`src/rtl/rf_ctrl_pkg.sv`:
```
// Shared types and constants for the RegFile access controller:
// register geometry, dump FSM states, requester ids and write payload.
package rf_ctrl_pkg;

    localparam int unsigned NREG  = 32;
    localparam int unsigned ADDRW = 5;
    localparam int unsigned DATAW = 32;

    typedef enum logic [1:0] {
        IDLE  = 2'd0,
        ISSUE = 2'd1,
        DRAIN = 2'd2
    } dump_state_e;

    // Requester ids, also used as bit positions in req/gnt vectors.
    localparam logic REQ_A = 1'b0;
    localparam logic REQ_B = 1'b1;

    typedef struct packed {
        logic [ADDRW-1:0] addr;
        logic [DATAW-1:0] data;
    } wr_req_t;

endpackage

```
`src/rtl/regfile_access_ctrl_rr_arb2.sv`:
```
// Two-way round-robin arbiter; LAST names the most recently granted requester
// and loses the next tie. Grants are combinational, LAST moves only on a grant.
module rr_arb2
    import rf_ctrl_pkg::*;
(
    input  logic       clk,
    input  logic       rst,
    input  logic [1:0] req,
    input  logic       freeze,
    output logic [1:0] gnt
);

    logic last_q;

    always_comb begin
        gnt = 2'b00;
        if (!freeze) begin
            if (req[REQ_A] && req[REQ_B]) begin
                if (last_q == REQ_B) gnt[REQ_A] = 1'b1;
                else                 gnt[REQ_B] = 1'b1;
            end else begin
                gnt = req;
            end
        end
    end

    // A grant is only ever raised for an active request, so gnt alone marks completion.
    always_ff @(posedge clk) begin
        if (rst)              last_q <= REQ_B;
        else if (gnt[REQ_A])  last_q <= REQ_A;
        else if (gnt[REQ_B])  last_q <= REQ_B;
    end

endmodule

```
`src/rtl/regfile_access_ctrl.sv`:
```
// RegFile side controller: round-robin write-port arbitration between ALU and
// load writeback, plus a sequencer that streams x0..x31 over the debug read port.
module regfile_access_ctrl
    import rf_ctrl_pkg::*;
#(
    parameter bit DUMP_FREEZE = 1'b1
) (
    input  logic             CLK,
    input  logic             RST,
    input  logic             A_REQ,
    input  logic [ADDRW-1:0] A_ADDR,
    input  logic [DATAW-1:0] A_DATA,
    output logic             A_GNT,
    input  logic             B_REQ,
    input  logic [ADDRW-1:0] B_ADDR,
    input  logic [DATAW-1:0] B_DATA,
    output logic             B_GNT,
    output logic             RF_WE,
    output logic [ADDRW-1:0] RF_AW,
    output logic [DATAW-1:0] RF_D,
    output logic [ADDRW-1:0] RF_DBR,
    input  logic [DATAW-1:0] RF_DBO,
    input  logic             DUMP_START,
    output logic             DUMP_BUSY,
    output logic             DUMP_VALID,
    output logic [ADDRW-1:0] DUMP_ADDR,
    output logic [DATAW-1:0] DUMP_DATA,
    output logic             DUMP_DONE
);

    localparam logic [ADDRW-1:0] LAST_IDX = ADDRW'(NREG - 1);

    dump_state_e      state_q, state_d;
    logic [ADDRW-1:0] cnt_q, cnt_d;
    logic             iss_v_q;
    logic [ADDRW-1:0] iss_a_q;
    logic             busy;
    logic             freeze;
    logic [1:0]       req, gnt;
    logic             a_fire, b_fire;
    wr_req_t          a_wr, b_wr, wr_sel;

    assign busy = (state_q != IDLE);

    // Reset releases the freeze so grants follow requests while reset is held.
    assign freeze = DUMP_FREEZE && busy && !RST;

    assign req[REQ_A] = A_REQ;
    assign req[REQ_B] = B_REQ;

    rr_arb2 u_arb (
        .clk    (CLK),
        .rst    (RST),
        .req    (req),
        .freeze (freeze),
        .gnt    (gnt)
    );

    assign A_GNT  = gnt[REQ_A];
    assign B_GNT  = gnt[REQ_B];
    assign a_fire = A_REQ & A_GNT;
    assign b_fire = B_REQ & B_GNT;

    assign a_wr = '{addr: A_ADDR, data: A_DATA};
    assign b_wr = '{addr: B_ADDR, data: B_DATA};

    // Write port mux; idle port drives zeros.
    always_comb begin
        wr_sel = '0;
        if (a_fire)      wr_sel = a_wr;
        else if (b_fire) wr_sel = b_wr;
    end

    assign RF_WE = a_fire | b_fire;
    assign RF_AW = wr_sel.addr;
    assign RF_D  = wr_sel.data;

    // Dump sequencer: next state and debug read address.
    always_comb begin
        state_d = state_q;
        cnt_d   = cnt_q;
        RF_DBR  = '0;
        case (state_q)
            IDLE: begin
                if (DUMP_START) begin
                    state_d = ISSUE;
                    cnt_d   = '0;
                end
            end
            ISSUE: begin
                RF_DBR = cnt_q;
                if (cnt_q == LAST_IDX) state_d = DRAIN;
                else                   cnt_d   = cnt_q + ADDRW'(1);
            end
            DRAIN:   state_d = IDLE;
            default: state_d = IDLE;
        endcase
    end

    // ISS_V/ISS_A track the RegFile's one-cycle read latency.
    always_ff @(posedge CLK) begin
        if (RST) begin
            state_q <= IDLE;
            cnt_q   <= '0;
            iss_v_q <= 1'b0;
            iss_a_q <= '0;
        end else begin
            state_q <= state_d;
            cnt_q   <= cnt_d;
            iss_v_q <= (state_q == ISSUE);
            iss_a_q <= cnt_q;
        end
    end

    assign DUMP_BUSY  = busy;
    assign DUMP_VALID = iss_v_q;
    assign DUMP_ADDR  = iss_a_q;
    assign DUMP_DATA  = iss_v_q ? RF_DBO : '0;
    assign DUMP_DONE  = iss_v_q && (iss_a_q == LAST_IDX);

endmodule
```
`config.mk`:
```
export PLATFORM = sky130hd
export DESIGN_NAME = regfile_access_ctrl
export DESIGN_NICKNAME = d
export VERILOG_FILES = /design/src/rtl/rf_ctrl_pkg.sv /design/src/rtl/regfile_access_ctrl_rr_arb2.sv /design/src/rtl/regfile_access_ctrl.sv
export SDC_FILE = /design/constraint.sdc
export NUM_CORES = 1
export LEC_CHECK = 0
export CAP_MARGIN = 40
export CELL_PAD_IN_SITES_DETAIL_PLACEMENT = 1
export CELL_PAD_IN_SITES_GLOBAL_PLACEMENT = 1
export CORE_AREA = 2 2 75 77
export DETAILED_ROUTE_END_ITERATION = 7
export DIE_AREA = 0 0 77 79
export DONT_BUFFER_PORTS = 1
export PLACE_DENSITY = 0.67
export SLEW_MARGIN = 0
export SYNTH_ARGS = -nofsm -noshare
export SYNTH_HDL_FRONTEND = slang
export SYNTH_SLANG_ARGS = --single-unit
```
`constraint.sdc`:
```
create_clock -name CLK -period 1.7 [get_ports CLK]
set_input_delay 0.17 -clock CLK [delete_from_list [all_inputs] [get_ports CLK]]
set_output_delay 0.17 -clock CLK [all_outputs]
set_load 0.005 [all_outputs]
```
==> key figures <==
Clock network
  • Setup repair bufs after CTS: 0
  • CTS tree: yes
  • Num CTS Buffers: 3
  • CTS Buffer Depth: 2
  • Reg clk slew, reported paths: 0.06 ns
  • Root Driver: clkbuf_8
  • Clock Latency Late Sink: 0.25 ns
  • H-tree depth: 1
  • Clk sinks: 14

Synth
  • Post-synth EDFFs: 0
  • Yosys reg bits: 14
  • Ys flop type: dfxtp_1
  • Synth area leader: a22o_1
  • Count leader, synth: and2_1
  • FFs w/ async S/R, synth: 0%
  • Synth Instances: 151
  • Yosys cell types: 32
  • Synthesized area per cell: 8.34 um^2
  • Area fraction of the dominant cell type after synthesis: 25.7%
  • Ranking of synthesized cells by area: a22o_1 26%, dfxtp_1 22%, and2_1 19%
  • Syn nets: 264
  • Most instantiated cells after synthesis: 38 x and2_1, 37 x a22o_1, 14 x dfxtp_1, 7 x nor2b_1, 6 x nand2_1
  • Sequential fraction of the synthesis area: 22.3%
  • Yosys warning total: 0
  • Synth Cell Area: 0.00126 mm^2

Worst setup path
  • Critical Path Source: state_q[1]
  • CP startpoint kind: flop
  • Data required, critical path: 1.53 ns
  • CP max FO: 39
  • Endpoint type of the worst setup path: primary output
  • Critical R2R Launch: cnt_q[0]
  • CP arrival: 1.44 ns
  • Crit Path Category: flop to primary output

STA
  • Final worst path period need: 1.61 ns
  • Slew margin rel.: 70.5%
  • Maximum clock rate: 621 MHz
  • Tightest Pin Transition: 0.441 ns
  • Post-route setup TNS: 0 ns
  • Final Hold Viols: 0
  • Final worst slack: 0.0898 ns
  • Worst Clk Skew: 0.00168 ns
  • Final worst-path cycle share: 94.7%
  • Pins Over Slew Limit: 0
  • Endpoints failing setup: 0
  • RSZ-0062 raised after global routing: no

Floorplanning
  • Row count: 27
  • Die ar.: 0.00608 mm^2
  • Core area: 0.00534 mm^2
  • Die Ht: 79 um
  • Initial Util: 23.6%
  • Number of I/O pins: 196
  • Die Wd: 77 um

Route
  • Detailed Route WL: 4.90 mm
  • WL per Instance: 22.0 um
  • Via count: 1,211
  • Post-route antenna net violation count: 0
  • Drt first-iter violations: 12
  • DRC violations left: 0
  • Vias per Instance: 5.43
  • Detailed Routing Iterations Pass 1: 4

Final layout
  • Area of the multi-input gates: 910 um^2
  • Non-filler cells, final: 223
  • Fillers: 664
  • Diodes inserted: 0
  • Layout cell share with drive strength beyond 1: 13.2%
  • Post-layout util: 26.7%
  • Register Area: 282 um^2
  • Synthesis-to-finish area growth: 13.2%
  • Nets@finish: 265

Place
  • IO buf count: 0
  • Hpwl dp: 3.83 mm
  • Placed cells: 216
  • Gpl congestion: 0.843
  • Setup Slack @ Placement: 0.119 ns

Outcome
  • Outcome: completed

Power
  • Maximum VDD drop: 319 uV
  • Leakage: 0.583 nW
  • P per Cell Area: 673 mW/mm^2

GRT
  • Initial antenna violation count: 0
  • Vias in the first global route: 1,094
  • Total GRT Usage: 13.6%
  • First-pass GRT wire length: 6.49 mm
  • Global route total overflow: 0
  • Largest net degree at the start of global routing: 40

Job
  • # Max-Cap Violations: 0

Min path
  • Hold path start: RST
  • Worst Hold Class: input pin to flop
layout by cell type, fill, tap and decap left out, types with 2 or more instances in the layout:
cell type / instances
buf_4: 6
nand2_1: 6
ha_1: 2
nor2b_1: 7
a22o_1: 36
nand3_1: 5
dlygate4sd3_1: 2
clkbuf_8: 4
and2_1: 38
dfxtp_1: 13
a31oi_1: 3
nor2_1: 3
nand2b_1: 2
a211oi_1: 2
final timing paths:
check	end	slack, ns	cells past startpoint
setup reg to reg	cnt_q[3]	0.11	6
hold / removal	u_arb.last_q	0.04	1
hold reg to reg	DUMP_ADDR[4]	0.52	1
setup / recovery	RF_D[25]	0.09	4
critical path, stage by stage, from the launching register on:
cell	delay (ns)
dfxtp_1	0.32
o21bai_2	0.20
and3b_1	0.23
buf_12	0.20
a22o_1	0.23
metal layers:
layer,up-vias,track usage [%],part of all wire [%]
met3,6,4.89,8.3
met2,66,22.5,50
met5,-,0,0
met4,0,5.54,1.8
met1,584,16.1,40
li1,555,-,-
metrics by stage:
stage	hold WS [ns]	area, um^2	total power, mW
floorplan	0.248	1260	0.578
global placement	0.243	1320	0.612
detailed placement	0.244	1320	0.616
CTS	0.0322	1400	0.969
global route	0.0491	1430	1.01
finish	0.0424	1430	0.959
state kept, by name (all words and copies together) (netlist names):
register	cells
DUMP_ADDR	5
DUMP_VALID	1
cnt_q	5
state_q	2
u_arb.last_q	1
cell families after synthesis:
kind of cell	synth area share, %
AOI/OAI and AO/OA	33.2
muxes	0.795
buffers and inverters	7.65
and+or+nand+nor	33.4
adders and majority gates	1.99
DFF	22.3
xor gates and xnor gates	0.696
timing repair:
action                     4_1_cts  5_1_grt
hold buffers                     2        0
gates resized for setup          0        4
setup endpoints to repair        0        7
hold endpoints to repair        11        0
report_power, final:
group	internal [mW]	switching (mW)
combinational	0.124	0.150
sequential	0.338	0.0141
clock	0.205	0.128
cell type report:
type / instances / area share (%)
clock buffer: 4 / 3.86
inverter: 1 / 0.263
multi-input combinational: 123 / 63.8
sequential: 14 / 19.8
tap: 72 / 6.32
timing repair buffer: 9 / 5.97
(Power assumes the default switching activity.)
